--- src/rtl/board_line_clear_sequencer_if.sv ---
// Control and RAM-bus signal bundle between the game controller and the
// line-clear sequencer. The slave side is the sequencer itself.
interface board_line_clear_sequencer_if #(
  parameter int COLS = 10,
  parameter int CW   = 24
);
  logic                 start;
  logic                 clear_all;
  logic                 bus_grant;
  logic                 busy;
  logic                 done;
  logic [4:0]           lines_cleared;
  logic [4:0]           ram_row;
  logic [COLS-1:0]      ram_we;
  logic [COLS*CW-1:0]   ram_d;
  logic [COLS*CW-1:0]   ram_q;

  modport master (
    output start, clear_all, bus_grant, ram_q,
    input  busy, done, lines_cleared, ram_row, ram_we, ram_d
  );

  modport slave (
    input  start, clear_all, bus_grant, ram_q,
    output busy, done, lines_cleared, ram_row, ram_we, ram_d
  );
endinterface

--- src/rtl/board_line_clear_sequencer.sv ---
// Line-clear / board-wipe sequencer for the column board RAMs.
// Reads the board bottom-up one row at a time, drops full rows, copies the
// remaining rows down to the write pointer, then zero-fills what is left on
// top. A wipe pass skips straight to the zero-fill from the bottom row.
module board_line_clear_sequencer #(
  parameter int ROWS = 20,
  parameter int COLS = 10,
  parameter int CW   = 24
) (
  input  logic                              clk,
  input  logic                              rst,
  board_line_clear_sequencer_if.slave       bus
);

  typedef enum logic [2:0] {IDLE, RD_ADDR, RD_WAIT, WR, FILL, DONE} state_t;

  // Pointers are 6 bits wide so that decrementing past row 0 sets bit 5.
  localparam logic [5:0] ROW_LAST = 6'(ROWS - 1);

  state_t               state_reg, state_next;
  logic [5:0]           rd_reg, rd_next;
  logic [5:0]           wr_reg, wr_next;
  logic [4:0]           cnt_reg, cnt_next;
  logic [4:0]           lines_reg;
  logic [COLS*CW-1:0]   row_buf_reg;
  logic                 full_reg;

  logic [COLS-1:0]      cell_occupied;
  logic                 row_full;

  logic                 busy_c;
  logic                 done_c;
  logic [4:0]           ram_row_c;
  logic [COLS-1:0]      ram_we_c;
  logic [COLS*CW-1:0]   ram_d_c;

  // A row is full when every column holds a non-zero colour.
  for (genvar gi = 0; gi < COLS; gi++) begin : g_col
    assign cell_occupied[gi] = |bus.ram_q[gi*CW +: CW];
  end
  assign row_full = &cell_occupied;

  // State, pointers, row buffer and the held line count.
  always_ff @(posedge clk) begin
    if (rst) begin
      state_reg   <= IDLE;
      rd_reg      <= '0;
      wr_reg      <= '0;
      cnt_reg     <= '0;
      lines_reg   <= '0;
      row_buf_reg <= '0;
      full_reg    <= 1'b0;
    end else begin
      state_reg <= state_next;
      rd_reg    <= rd_next;
      wr_reg    <= wr_next;
      cnt_reg   <= cnt_next;
      if (state_reg == RD_WAIT) begin
        row_buf_reg <= bus.ram_q;
        full_reg    <= row_full;
      end
      if (state_reg == DONE) begin
        lines_reg <= cnt_reg;
      end
    end
  end

  // Next-state, pointer updates and RAM bus drive.
  always_comb begin
    state_next = state_reg;
    rd_next    = rd_reg;
    wr_next    = wr_reg;
    cnt_next   = cnt_reg;
    busy_c     = (state_reg != IDLE);
    done_c     = 1'b0;
    ram_row_c  = '0;
    ram_we_c   = '0;
    ram_d_c    = '0;

    case (state_reg)
      IDLE: begin
        if (bus.start) begin
          cnt_next   = '0;
          rd_next    = ROW_LAST;
          wr_next    = ROW_LAST;
          state_next = bus.clear_all ? FILL : RD_ADDR;
        end
      end

      RD_ADDR: begin
        ram_row_c = rd_reg[4:0];
        if (bus.bus_grant) state_next = RD_WAIT;
      end

      RD_WAIT: begin
        // The read was launched on the grant edge, so no grant is needed here.
        ram_row_c  = rd_reg[4:0];
        state_next = WR;
      end

      WR: begin
        ram_row_c = wr_reg[4:0];
        if (bus.bus_grant) begin
          if (full_reg) begin
            cnt_next = cnt_reg + 5'd1;
          end else begin
            // A row that is already in place needs no rewrite.
            if (wr_reg != rd_reg) begin
              ram_we_c = '1;
              ram_d_c  = row_buf_reg;
            end
            wr_next = wr_reg - 6'd1;
          end
          rd_next = rd_reg - 6'd1;
          if (rd_next[5]) begin
            // No rows cleared means nothing left to fill: go straight to DONE.
            state_next = wr_next[5] ? DONE : FILL;
          end else begin
            state_next = RD_ADDR;
          end
        end
      end

      FILL: begin
        ram_row_c = wr_reg[4:0];
        if (wr_reg[5]) begin
          state_next = DONE;
        end else if (bus.bus_grant) begin
          ram_we_c = '1;
          wr_next  = wr_reg - 6'd1;
          if (wr_reg == 6'd0) state_next = DONE;
        end
      end

      DONE: begin
        done_c     = 1'b1;
        state_next = IDLE;
      end

      default: state_next = IDLE;
    endcase
  end

  assign bus.busy          = busy_c;
  assign bus.done          = done_c;
  assign bus.lines_cleared = lines_reg;
  assign bus.ram_row       = ram_row_c;
  assign bus.ram_we        = ram_we_c;
  assign bus.ram_d         = ram_d_c;

endmodule

--- src/flat_wrapper.sv ---
// flat-port wrapper written by rule: the top's interface ports become plain ports
module board_line_clear_sequencer_flat 
#(
  parameter int ROWS = 20,
  parameter int COLS = 10,
  parameter int CW   = 24
)
  (clk, rst, bus_start, bus_clear_all, bus_bus_grant, bus_ram_q, bus_busy, bus_done, bus_lines_cleared, bus_ram_row, bus_ram_we, bus_ram_d);
  board_line_clear_sequencer_if #(.COLS(COLS), .CW(CW)) bus_i ();
  input  logic clk;
  input  logic rst;
  input wire logic [$bits(bus_i.start)-1:0] bus_start;
  input wire logic [$bits(bus_i.clear_all)-1:0] bus_clear_all;
  input wire logic [$bits(bus_i.bus_grant)-1:0] bus_bus_grant;
  input wire logic [$bits(bus_i.ram_q)-1:0] bus_ram_q;
  output wire logic [$bits(bus_i.busy)-1:0] bus_busy;
  output wire logic [$bits(bus_i.done)-1:0] bus_done;
  output wire logic [$bits(bus_i.lines_cleared)-1:0] bus_lines_cleared;
  output wire logic [$bits(bus_i.ram_row)-1:0] bus_ram_row;
  output wire logic [$bits(bus_i.ram_we)-1:0] bus_ram_we;
  output wire logic [$bits(bus_i.ram_d)-1:0] bus_ram_d;
  assign bus_i.start = bus_start;
  assign bus_i.clear_all = bus_clear_all;
  assign bus_i.bus_grant = bus_bus_grant;
  assign bus_i.ram_q = bus_ram_q;
  assign bus_busy = bus_i.busy;
  assign bus_done = bus_i.done;
  assign bus_lines_cleared = bus_i.lines_cleared;
  assign bus_ram_row = bus_i.ram_row;
  assign bus_ram_we = bus_i.ram_we;
  assign bus_ram_d = bus_i.ram_d;
  board_line_clear_sequencer #(.ROWS(ROWS), .COLS(COLS), .CW(CW)) u_core (.clk(clk), .rst(rst), .bus(bus_i));
endmodule
--- config.mk ---
export PLATFORM = sky130hd
export DESIGN_NAME = board_line_clear_sequencer_flat
export DESIGN_NICKNAME = d
export VERILOG_FILES = /design/src/rtl/board_line_clear_sequencer_if.sv /design/src/rtl/board_line_clear_sequencer.sv /design/src/flat_wrapper.sv
export SDC_FILE = /design/constraint.sdc
export NUM_CORES = 1
export LEC_CHECK = 0
export BUFFER_PORTS_ARGS = -buffer_cell sky130_fd_sc_hd__buf_2
export CAP_MARGIN = 5
export CORE_AREA = 2 2 199 201
export CTS_CLUSTER_DIAMETER = 50
export CTS_CLUSTER_SIZE = 25
export DETAILED_ROUTE_END_ITERATION = 8
export DIE_AREA = 0 0 201 203
export PLACE_DENSITY = 0.57
export SLEW_MARGIN = 20
export SYNTH_ARGS = -nofsm -noshare
export SYNTH_HDL_FRONTEND = slang
export SYNTH_SLANG_ARGS = --single-unit
--- constraint.sdc ---
create_clock -name clk -period 2.3 [get_ports clk]
set_clock_uncertainty 0.15 [all_clocks]
set_input_delay 0.115 -clock clk [delete_from_list [all_inputs] [get_ports clk]]
set_output_delay 0.115 -clock clk [all_outputs]
set_load 0.05 [all_outputs]
* Word-level counts from Yosys, hierarchy flattened *
Index checks and enable logic that the tools add are counted.

word-level totals
  output and inout port bits = 262
  flip-flop bits (word level) = 266
  logic and storage cells = 85
  input bits = 245

operators by class
  add/sub/neg operators = 3
  reductions and logical operators = 23
  equal/unequal tests = 15
  muxes and demuxes = 36

operators by type and width
  kind                 number
  $mux 240             4
  $reduce_or 24->1     10
  $mux 10              5
  $mux 6               8
  $mux 3               8
  $pmux 10 s2          1
  $pmux 5 s2           2
  $pmux 6 s3           1
  $mux 5               3
  $pmux 3 s5           1
  $ne 2x2->1 const B   6
  $pmux 6 s2           1
  $sub 6x1->6 const B  2
  $reduce_and 10->1    1
  $eq 3x2->1 const B   2
  $eq 3x3->1 const B   2
  $logic_not 6->1      1
  $ne 6x6->1           1
  $reduce_and 3->1     2
  $reduce_and 6->1     1
  $reduce_bool 3->1    2
  $add 5x1->5 const B  1
  $reduce_and 5->1     1
  $reduce_and 4->1     1
  other kinds (8)      10

* Longest topological paths before layout *
Gate-level depths: netlist (run 1).

  depth in word-level cells = 8
  mapped depth = 8
  depth with buffers taken out = 6

* Least setup slack after synthesis (run 1) *
Ideal clock, no wire load.

  kind = flip-flop to output port
  start point = reg u_core.state_reg[2]
  end point = out bus_ram_we[1]
  arrival time = 2471 ps
  path buffers = 3
  cell stages (with the launch flop) = 6
  required time = 2035 ps
  slack = -436 ps
  path through = dfxtp_1 -> buf_2 -> or3b_2 -> clkbuf_1 -> o21bai_1 -> buf_4

between the ends
  word-level cells in the longest chain between the ends = 2
  elaborated cells on any way between the ends = 3
  classes of those cells = 2 x eq/ne; 1 x mux

RTL lines
  what                                      RTL line                          text
  start: declaration                        board_line_clear_sequencer.sv:20  state_t state_reg, state_next;
  start signal: assignment                  board_line_clear_sequencer.sv:54  state_reg <= state_next;
  $eq 3x3->1 or $eq 3x2->1 (tied branches)  board_line_clear_sequencer.sv:80  case (state_reg)
  $pmux 10 s2 (*)                           board_line_clear_sequencer.sv:80
  end: declaration                          flat_wrapper.sv:20                output wire logic [$bits(bus_i.ram_we)-1:0] bus_ram_we;

Mark *: on every way between the ends. The rest lies on a longest branch, timed or not.

* Final worst setup path (run 1) *
  start point = reg u_core.wr_reg[4]
  end point = out bus_ram_d[179]

between the ends
  word-level cells in the longest chain between the ends = 5

RTL lines
  what                      RTL line                           text
  start: declaration        board_line_clear_sequencer.sv:22   logic [5:0] wr_reg, wr_next;
  start signal: assignment  board_line_clear_sequencer.sv:56   wr_reg <= wr_next;
  $ne 6x6->1                board_line_clear_sequencer.sv:108  if (wr_reg != rd_reg) begin
  $mux 240                  board_line_clear_sequencer.sv:108
  $mux 240                  board_line_clear_sequencer.sv:104  if (full_reg) begin
  $mux 240                  board_line_clear_sequencer.sv:103  if (bus.bus_grant) begin
  $mux 240                  board_line_clear_sequencer.sv:80
  end: declaration          flat_wrapper.sv:21                 output wire logic [$bits(bus_i.ram_d)-1:0] bus_ram_d;

No other way between the ends.

==> impl_metrics.tcl, run 1 <==
set metrics [dict create \
    port_buffers 506 \
    dr.pass1.iters 7 \
    synth.net_count 1860 \
    crit_path_start_kind "flip-flop" \
    worstPathRequired_ns 2.04 \
    antenna_left 0 \
    layout_commonest_cell "nand2_1" \
    cp-end-kind "primary output" \
    maxCapViolations 0 \
    die_h_um 203 \
    grtUsageTotal_pct 22.8 \
    drt-vias-per-instance 5.02 \
    relSlewSlack_pct 52.2 \
    drive_above_1_share_pct 32.5 \
    cts_max_level 2 \
    numCtsBuffers 36 \
    clk_pin_slew_ns 0.06 \
    wl_per_cell_um 18.9 \
    ys.warnings.count 0 \
    crit_start "u_core.wr_reg[4]" \
    ioPinCount 507 \
    die_area_sq_um 40800 \
    synth_edf_count 0 \
    clock-sinks 266 \
    min-delay-start "bus_bus_grant" \
    violations "negative setup slack" \
    gp_congestion 0.910 \
    swShare_pct 33.5 \
    power.leakage_nw 8.76 \
    drc 0 \
    clockRootBuffer "clkbuf_16" \
    clk_latency_ns 0.52 \
    synth-async-reset-ratio_pct 0 \
    clkPwrFrac_pct 37.5 \
    drt_iter0_markers 776 \
    grt_pass1_wl_um 75000 \
    cp.arrival_ns 2.40 \
    largest_reg_flops 240 \
    initial_core_util_pct 31.2 \
    seqPwrFrac_pct 35.5 \
    fillCellCount 3227 \
    synth_cells 1611 \
    p_total_mw 15.6 \
    fin_nets 2582 \
    setup_viol 250 \
    vias 14451 \
    worstReg2RegStart "u_core.state_reg[2]" \
    layout_worst_path_cycle_share_pct 116 \
    ys_seq_area_share_pct 44.4 \
    cts_max_path_buffers 3 \
    syn_avg_cell_area_sq_um 7.45 \
    overflow 0 \
    dp_hpwl_um 32900 \
    antenna_found_initial 4 \
    dpl.cell_count 2545 \
    mostFrequentLayoutCells "nand2_1 (494), dfxtp_1 (258), a21oi_1 (256), buf_2 (249), dlygate4sd3_1 (244)" \
    hold_path_class "in -> reg" \
    drv_slew 0 \
    ys_top_cells_by_area "dfxtp_1 (44%), nand2_1 (15%), and2_1 (13%)" \
    fin_cells 2881 \
    outcome "finished, violations left" \
    tns_ns -71.39 \
    fmax_ghz 0.375 \
    vdd_drop_max_mv 0.700 \
    max_slew.worst_pin.slew_ns 0.710 \
    rows 72 \
    syn_to_final_growth_pct 79.7 \
    finalHoldViolations 0 \
    synth_flop_cell "dfxtp_1" \
    period_minus_slack_ns 2.67 \
    synth-seq-cells 266 \
    grt_max_degree 111 \
    final_cell_area_sq_um 21600 \
    worstSetupPathType "reg -> out" \
    grt_setup_unrepaired "true" \
    combPwrFrac_pct 26.9 \
    die_w_um 201 \
    synth_top_area_share_pct 44.4 \
    p_switching_mw 5.22 \
    dpl-instance-area_sq_um 15100 \
    drt_wl_total_um 54400 \
    p_per_area_nw_per_um2 722 \
    intPower_mw 10.4 \
    core_sq_um 38500 \
    grt_pass1_vias 13817 \
    crit_fanout 18 \
    syn-cell-area_sq_um 12000 \
    fin_ws_ns -0.368 \
    synth_largest_area_cell "dfxtp_1" \
    ys_types 52 \
    cts_tree "done" \
]
==> cells in the mapped netlist, types with 2 or more instances <==
master and count:
nand2_1 495, dfxtp_1 266, a21oi_1 256, and2_1 242, clkbuf_1 92, nor4_1 62, nor2_1 31, buf_2 28
o21ai_0 14, mux2i_1 11, xor2_1 11, inv_1 10, buf_4 9, nand3_1 9, nand4_1 9, and4_1 7
ha_1 4, nor3_1 4, a31oi_1 3, nand2b_1 3, nand3b_1 3, o22ai_1 3, or3_1 3, xnor2_1 3
a311oi_1 2, and3_1 2, buf_6 2, nand4b_1 2, o22a_1 2
==> critical path, stage by stage (launching register included) <==
cell       delay (ns)
dfxtp_4          0.38
xor2_2           0.18
nor4_4           0.08
a311oi_4         0.34
buf_6            0.17
buf_12           0.16
clkbuf_16        0.20
and2_1           0.17
buf_6            0.17
==> kinds of logic after synthesis <==
kind of cell    count (synthesis)  synth area share (%)
fa+ha+maj                       4                 0.417
xor+xnor                       14                  1.02
compound gates                294                  12.9
mux                            12                  1.01
simple gates                  879                  35.0
flops                         266                  44.4
buf+inv                       142                  5.22
==> metrics by stage <==
step | setup slack, ns | hold slack [ns] | util, %
2_1_floorplan | 0.00911 | 0.101 | -
3_3_place_gp | 0.0882 | 0.218 | 39.4
3_5_place_dp | 0.0398 | 0.223 | 39.4
4_1_cts | -0.391 | 0.0952 | 50.7
5_1_grt | -0.461 | 0.141 | 56.1
6_report | -0.368 | 0.117 | 56.1
==> final timing paths <==
path	to	cells past startpoint	slack, ns
max	bus_ram_d[179]	8	-0.37
min	u_core.rd_reg[0]	5	0.12
max reg2reg	u_core.row_buf_reg[71]	8	0.05
min reg2reg	u_core.row_buf_reg[92]	2	0.30
==> power groups by stage <==
| stage | clock [mW] | combinational (mW) | sequential (mW) |
|---|---|---|---|
| 6_report | 5.85 | 4.19 | 5.53 |
| 5_1_grt | 6.17 | 4.54 | 5.58 |
| 4_1_cts | 5.97 | 3.82 | 5.47 |
| 3_5_place_dp | 0 | 3.45 | 5.57 |
| 3_3_place_gp | 0 | 3.41 | 5.56 |
| 2_1_floorplan | 0 | 2.48 | 5.42 |
==> what timing repair did <==
| action | CTS | global route |
|---|---|---|
| hold buffers | 244 | 0 |
| setup buffers | 2 | 9 |
| endpoints found under the hold margin | 252 | 0 |
| endpoints found under the setup margin | 256 | 260 |
| gates resized for setup | 224 | 611 |
| cloned | 1 | 12 |
| pin swaps | 1 | 32 |
==> layer usage <==
layer | GRT usage, % | wire [um] | vias to the layer above | part of all wire, %
met5 | 0 | 13 | - | 0.024
met4 | 11.8 | 2890 | 2 | 5.3
met3 | 5.76 | 4750 | 214 | 8.7
met2 | 39.7 | 26600 | 800 | 49
met1 | 26.0 | 20100 | 6680 | 37
li1 | - | - | 6755 | -
==> layout make-up <==
class	instances	area (sq um)	area share [%]
timing repair buffer	816	7860	36.4
inverter	10	41.3	0.191
clock buffer	41	941	4.36
antenna	3	7.51	0.0348
sequential	266	5340	24.8
tap	518	648	3.00
clock inverter	24	313	1.45
multi-input combinational	1203	6420	29.8
(Power assumes the default switching activity.)
==> run 2, diff against run 1 <==
--- a/config.mk
+++ b/config.mk
@@ -7,12 +7,14 @@
 export LEC_CHECK = 0
 export BUFFER_PORTS_ARGS = -buffer_cell sky130_fd_sc_hd__buf_2
 export CAP_MARGIN = 5
-export CORE_AREA = 2 2 199 201
+export CELL_PAD_IN_SITES_DETAIL_PLACEMENT = 1
+export CELL_PAD_IN_SITES_GLOBAL_PLACEMENT = 1
+export CORE_AREA = 2 2 200 202
 export CTS_CLUSTER_DIAMETER = 50
 export CTS_CLUSTER_SIZE = 25
 export DETAILED_ROUTE_END_ITERATION = 8
-export DIE_AREA = 0 0 201 203
-export PLACE_DENSITY = 0.57
+export DIE_AREA = 0 0 202 204
+export PLACE_DENSITY = 0.76
 export SLEW_MARGIN = 20
 export SYNTH_ARGS = -nofsm -noshare
 export SYNTH_HDL_FRONTEND = slang
==> run 2 against run 1 <==
  * Clock power decreased by 4.6%
  * Largest power group is now registers
  * Design area decreased by 3.4%
  * Final cell count about the same
  * Sequential share of layout area increased by 0.85 points
  * The flow still finishes with violations (negative setup slack)
  * Clock-buffer cell count decreased by 3
  * Utilization decreased by 2.9 points
  * Critical path depth decreased by 1
  * Power increased by 0.27%
  * Non-clock buffer count decreased by 8
  * First-iteration DRC count increased by 21%
  * Combinational power increased by 6.4%
  * Largest cell class unchanged
==> impl_metrics.tcl, run 2 (synthesis gave the netlist of run 1 again) <==
set metrics [dict create \
    outcome "finished, violations left" \
    violations "negative setup slack" \
    dpl-instance-area_sq_um 15400 \
    drt-vias-per-instance 5.38 \
    clockRootBuffer "clkbuf_16" \
    finalHoldViolations 0 \
    vias 15488 \
    dr_wl_met2_um 35000 \
    r2r-end "u_core.row_buf_reg[43]" \
    die_w_um 202 \
    min-delay-start "bus_ram_q[236]" \
    port_buffers 506 \
    drt_iter0_markers 942 \
    drt_wl_total_um 71800 \
    setup_viol 255 \
    drive_above_1_share_pct 30.4 \
    cp-end-kind "primary output" \
    grtUsageTotal_pct 29.3 \
    fmax_ghz 0.367 \
    die_area_sq_um 41200 \
    power.leakage_nw 8.50 \
    layout_worst_path_cycle_share_pct 119 \
    clk_latency_ns 0.53 \
    cts_tree "done" \
    overflow 0 \
    post-route-util_pct 53.2 \
    drv_slew 0 \
    final_cell_area_sq_um 20800 \
    grt_pass1_wl_um 95100 \
    period_minus_slack_ns 2.73 \
    vdd_drop_max_mv 0.465 \
    holdWs_ns 0.239 \
    dr_wl_met3_um 5860 \
    critPathSlowestCell "nand4b_1" \
    crit_fanout 29 \
    clk_pin_slew_ns 0.07 \
    cts_max_path_buffers 3 \
    syn_to_final_growth_pct 73.6 \
    met1_length_um 26200 \
    largest_reg_flops 240 \
    maxCapViolations 0 \
    hold_path_class "in -> reg" \
    drc 0 \
    dp_hpwl_um 35500 \
    ff2ff_path_depth 8 \
    antenna_left 0 \
    worstSetupPathType "reg -> out" \
    worstReg2RegStart "u_core.state_reg[1]" \
    path_cells "nand4b_1 -> a311oi_4 -> buf_6 -> buf_12 -> buf_12 -> and2_1 -> buf_6" \
    fin_nets 2573 \
    layout_commonest_cell "nand2_1" \
    wl_per_cell_um 24.9 \
    ioPinCount 507 \
    die_h_um 204 \
    worst-path-buf-inv 4 \
    reg2reg_setup_slack_ns 0.06 \
    cts_max_level 2 \
    antenna_found_initial 9 \
    dpl_worst_slack_ns -0.0372 \
    grt_setup_unrepaired "true" \
    worstHoldEndpoint "u_core.row_buf_reg[236]" \
    crit_path_start_kind "flip-flop" \
    mostFrequentLayoutCells "nand2_1 (494), buf_2 (267), dfxtp_1 (260), a21oi_1 (256), dlygate4sd3_1 (244)" \
    cpLargestDelayFamily "buffers and inverters" \
    initial_core_util_pct 30.6 \
    fin_ws_ns -0.426 \
    dr.pass1.iters 5 \
    relSlewSlack_pct 51.5 \
    p_per_area_nw_per_um2 749 \
    clock-sinks 266 \
    max_slew.worst_pin.slew_ns 0.720 \
    grt_max_degree 123 \
    worst_path_largest_cell_delay_ns 0.32 \
    cp.arrival_ns 2.46 \
    gp_congestion 0.899 \
    numCtsBuffers 35 \
    hold_depth 4 \
    core_sq_um 39200 \
    grt_pass1_vias 16488 \
    worstPathRequired_ns 2.04 \
    top_layer "met5" \
    rows 73 \
]
-- run 2: changes by cell type in the layout (fill, tap and decap cells not counted), moves of 17 or more --
cell and change:
buf_2 +18, and2_1 +40, buf_4 +22, buf_6 +17, and2_4 -40, buf_8 -65
-- run 2: how the worst max path moves through the flow --
stage / from / to / cells after the start
final: u_core.state_reg[2] / bus_ram_d[41] / 7
after detailed placement: u_core.wr_reg[4] / bus_ram_d[221] / 7
after floorplan: u_core.state_reg[2] / bus_ram_we[1] / 6
after global placement: u_core.wr_reg[4] / bus_ram_d[221] / 7
after CTS: u_core.state_reg[2] / bus_ram_d[153] / 6
after global routing: u_core.state_reg[2] / bus_ram_d[41] / 7
-- run 2: repair_timing --
action,CTS,global route
gates cloned,2,3
hold buffers,244,0
endpoints found under the setup margin,256,338
gates resized for setup,167,473
pin swaps,15,11
setup buffers,2,3
hold endpoints to repair,257,0
-- run 2: area by class of cell --
class | instances | area, sq um
sequential | 266 | 5340
timing repair buffer | 808 | 7300
multi-input combinational | 1203 | 6320
fill | 4550 | 18400
clock buffer | 38 | 887
clock inverter | 24 | 282
antenna | 6 | 15.0
inverter | 10 | 37.5
tap | 525 | 657
-- run 2: through the flow --
step	power, mW	std cells	TNS (ns)
6_report	15.6	2880	-78.43
5_1_grt	16.2	2879	-94.91
4_1_cts	15.1	2869	-105.48
3_5_place_dp	9.15	2559	-0.359
3_3_place_gp	9.00	2559	0
2_1_floorplan	7.90	1611	0
-- run 2: worst reg2reg max path: stages, from the launching register on --
cell and delay (ns):
dfxtp_2 0.36, buf_12 0.16, nor2b_4 0.20, buf_4 0.16
and2_4 0.21, buf_12 0.23, buf_12 0.23, nand2_1 0.25
a21oi_1 0.21
-- run 2: report_power, final --
part	switching (mW)	internal (mW)	total [mW]
clock network	2.43	3.15	5.58
registers	0.423	5.16	5.58
logic	2.82	1.64	4.46
-- run 2: routing by layer --
| layer | up-vias | track usage (%) |
|---|---|---|
| met3 | 311 | 6.73 |
| met5 | - | 0 |
| met2 | 958 | 50.8 |
| met1 | 7505 | 32.8 |
| li1 | 6706 | - |
| met4 | 8 | 17.4 |
==> run 3, diff against run 2 <==
--- a/config.mk
+++ b/config.mk
@@ -15,6 +15,7 @@
 export DETAILED_ROUTE_END_ITERATION = 8
 export DIE_AREA = 0 0 202 204
 export PLACE_DENSITY = 0.76
+export RECOVER_POWER = 100
 export SLEW_MARGIN = 20
 export SYNTH_ARGS = -nofsm -noshare
 export SYNTH_HDL_FRONTEND = slang
==> run 3 against run 2 <==
  * The run still ends with negative setup slack left
  * Critical path depth unchanged
  * Fmax decreased by 0.31%
  * First-iteration DRC count decreased by 2.3%
  * Non-clock buffer count did not move
  * Sequential power about the same
  * Flip-flop and latch count unchanged
  * Clock power about the same
  * Worst hold slack about the same
  * Final cell count hardly changed
  * Critical endpoint unchanged
  * Highest routed layer unchanged
==> impl_metrics.tcl, run 3 (synthesis gave the netlist of run 1 again) <==
set metrics [dict create \
    outcome "finished, violations left" \
    violations "negative setup slack" \
    clock-sinks 266 \
    cts_max_path_buffers 3 \
    crit_path_start_kind "flip-flop" \
    grt_pass1_wl_um 95100 \
    grtUsageTotal_pct 29.3 \
    path_cells "nand4b_1 -> a311oi_4 -> buf_6 -> buf_12 -> buf_12 -> and2_1 -> buf_6" \
    dp_hpwl_um 35500 \
    max_slew.worst_pin.slew_ns 1.46 \
    worstSetupPathType "reg -> out" \
    dpl_worst_slack_ns -0.0372 \
    vias 15561 \
    relSlewSlack_pct 2.43 \
    mostFrequentLayoutCells "nand2_1 (494), buf_2 (262), dfxtp_1 (260), a21oi_1 (257), dlygate4sd3_1 (244)" \
    cts_max_level 2 \
    grt_max_degree 123 \
    clk_latency_ns 0.53 \
    layout_commonest_cell "nand2_1" \
    clockRootBuffer "clkbuf_16" \
    fmax_ghz 0.366 \
    layout_worst_path_cycle_share_pct 119 \
    dr.pass1.iters 5 \
    die_w_um 202 \
    largest_reg_flops 240 \
    die_h_um 204 \
    fin_ws_ns -0.435 \
    power.leakage_nw 8.46 \
    setup_viol 324 \
    critPathSlowestCell "nand4b_1" \
    overflow 0 \
    period_minus_slack_ns 2.73 \
    cts_tree "done" \
    grt_pass1_vias 16488 \
    worst_path_largest_cell_delay_ns 0.33 \
    core_sq_um 39200 \
    cp.arrival_ns 2.47 \
    crit_fanout 29 \
    antenna_left 0 \
    maxCapViolations 0 \
    drt_iter0_markers 920 \
    tns_ns -83.75 \
    area.sequential_sq_um 5340 \
    worstPathRequired_ns 2.04 \
    drt_wl_total_um 71900 \
    initial_core_util_pct 30.6 \
    numCtsBuffers 35 \
    syn_to_final_growth_pct 73.1 \
    dpl.cell_count 2559 \
    port_buffers 506 \
    fillCellCount 4563 \
    antenna_found_initial 9 \
    fin_nets 2573 \
    p_per_area_nw_per_um2 749 \
    gp_congestion 0.899 \
    clk_pin_slew_ns 0.07 \
    drive_above_1_share_pct 30.0 \
    post-route-util_pct 53.0 \
    hold_path_class "in -> reg" \
    drt-vias-per-instance 5.40 \
    drc 0 \
    ioPinCount 507 \
    drv_slew 0 \
    cp-end-kind "primary output" \
    finalHoldViolations 0 \
    multiInputGateArea_sq_um 6310 \
    vdd_drop_max_mv 0.467 \
    wl_per_cell_um 24.9 \
    rows 73 \
    die_area_sq_um 41200 \
    grt_setup_unrepaired "true" \
    fin_cells 2881 \
]
## run 3: through the flow
step	total power [mW]	hold WS [ns]	instance area, sq um
after floorplan	7.90	0.101	12000
after global placement	9.00	0.218	15400
after detailed placement	9.15	0.226	15400
after CTS	15.1	0.200	19600
after global routing	16.2	0.262	20800
final	15.6	0.239	20800
## run 3: repair_timing
item / CTS / global route
setup buffers: 2 / 3
resized for setup: 167 / 473
hold buffers: 244 / 0
pin swaps: 15 / 11
endpoints found under the hold margin: 257 / 0
gates cloned: 2 / 3
endpoints found under the setup margin: 256 / 338
## run 3: final cells by class
type | count | share of cell area, %
repair buffers | 808 | 34.9
inverters | 10 | 0.181
clock inverters | 24 | 1.36
diodes | 7 | 0.0843
flip-flops and latches | 266 | 25.7
well taps | 525 | 3.16
clock buffers | 38 | 4.27
multi-input cells | 1203 | 30.4
## run 3: power breakdown
group | switching, mW | total, mW | leakage [nW] | internal (mW)
Clock | 2.43 | 5.58 | 0.559 | 3.15
Sequential | 0.420 | 5.58 | 2.15 | 5.16
Combinational | 2.81 | 4.41 | 5.75 | 1.60
## run 3: worst paths after layout
kind	from	to	slack [ns]	cells past startpoint
worst max register to register	u_core.state_reg[0]	u_core.row_buf_reg[203]	-0.20	7
worst max-delay path	u_core.state_reg[2]	bus_ram_d[41]	-0.43	7
worst min register to register	u_core.row_buf_reg[121]	u_core.row_buf_reg[121]	0.30	2
worst min-delay path	bus_ram_q[236]	u_core.row_buf_reg[236]	0.24	4
## run 3: layer usage
metal | vias up | wire length, um | GRT usage, %
li1 | 6729 | - | -
met5 | - | 48 | 0
met1 | 7523 | 25900 | 32.8
met2 | 983 | 35300 | 50.8
met4 | 8 | 4680 | 17.4
met3 | 318 | 5980 | 6.73
## run 3: worst max-delay path: cells and delay by family (launching register included)
family / cells / cell delay [ns]
AO/OA/AOI/OAI: 1 / 0.32
buffers and inverters: 4 / 0.71
flip-flops: 1 / 0.31
AND/OR/NAND/NOR: 2 / 0.56
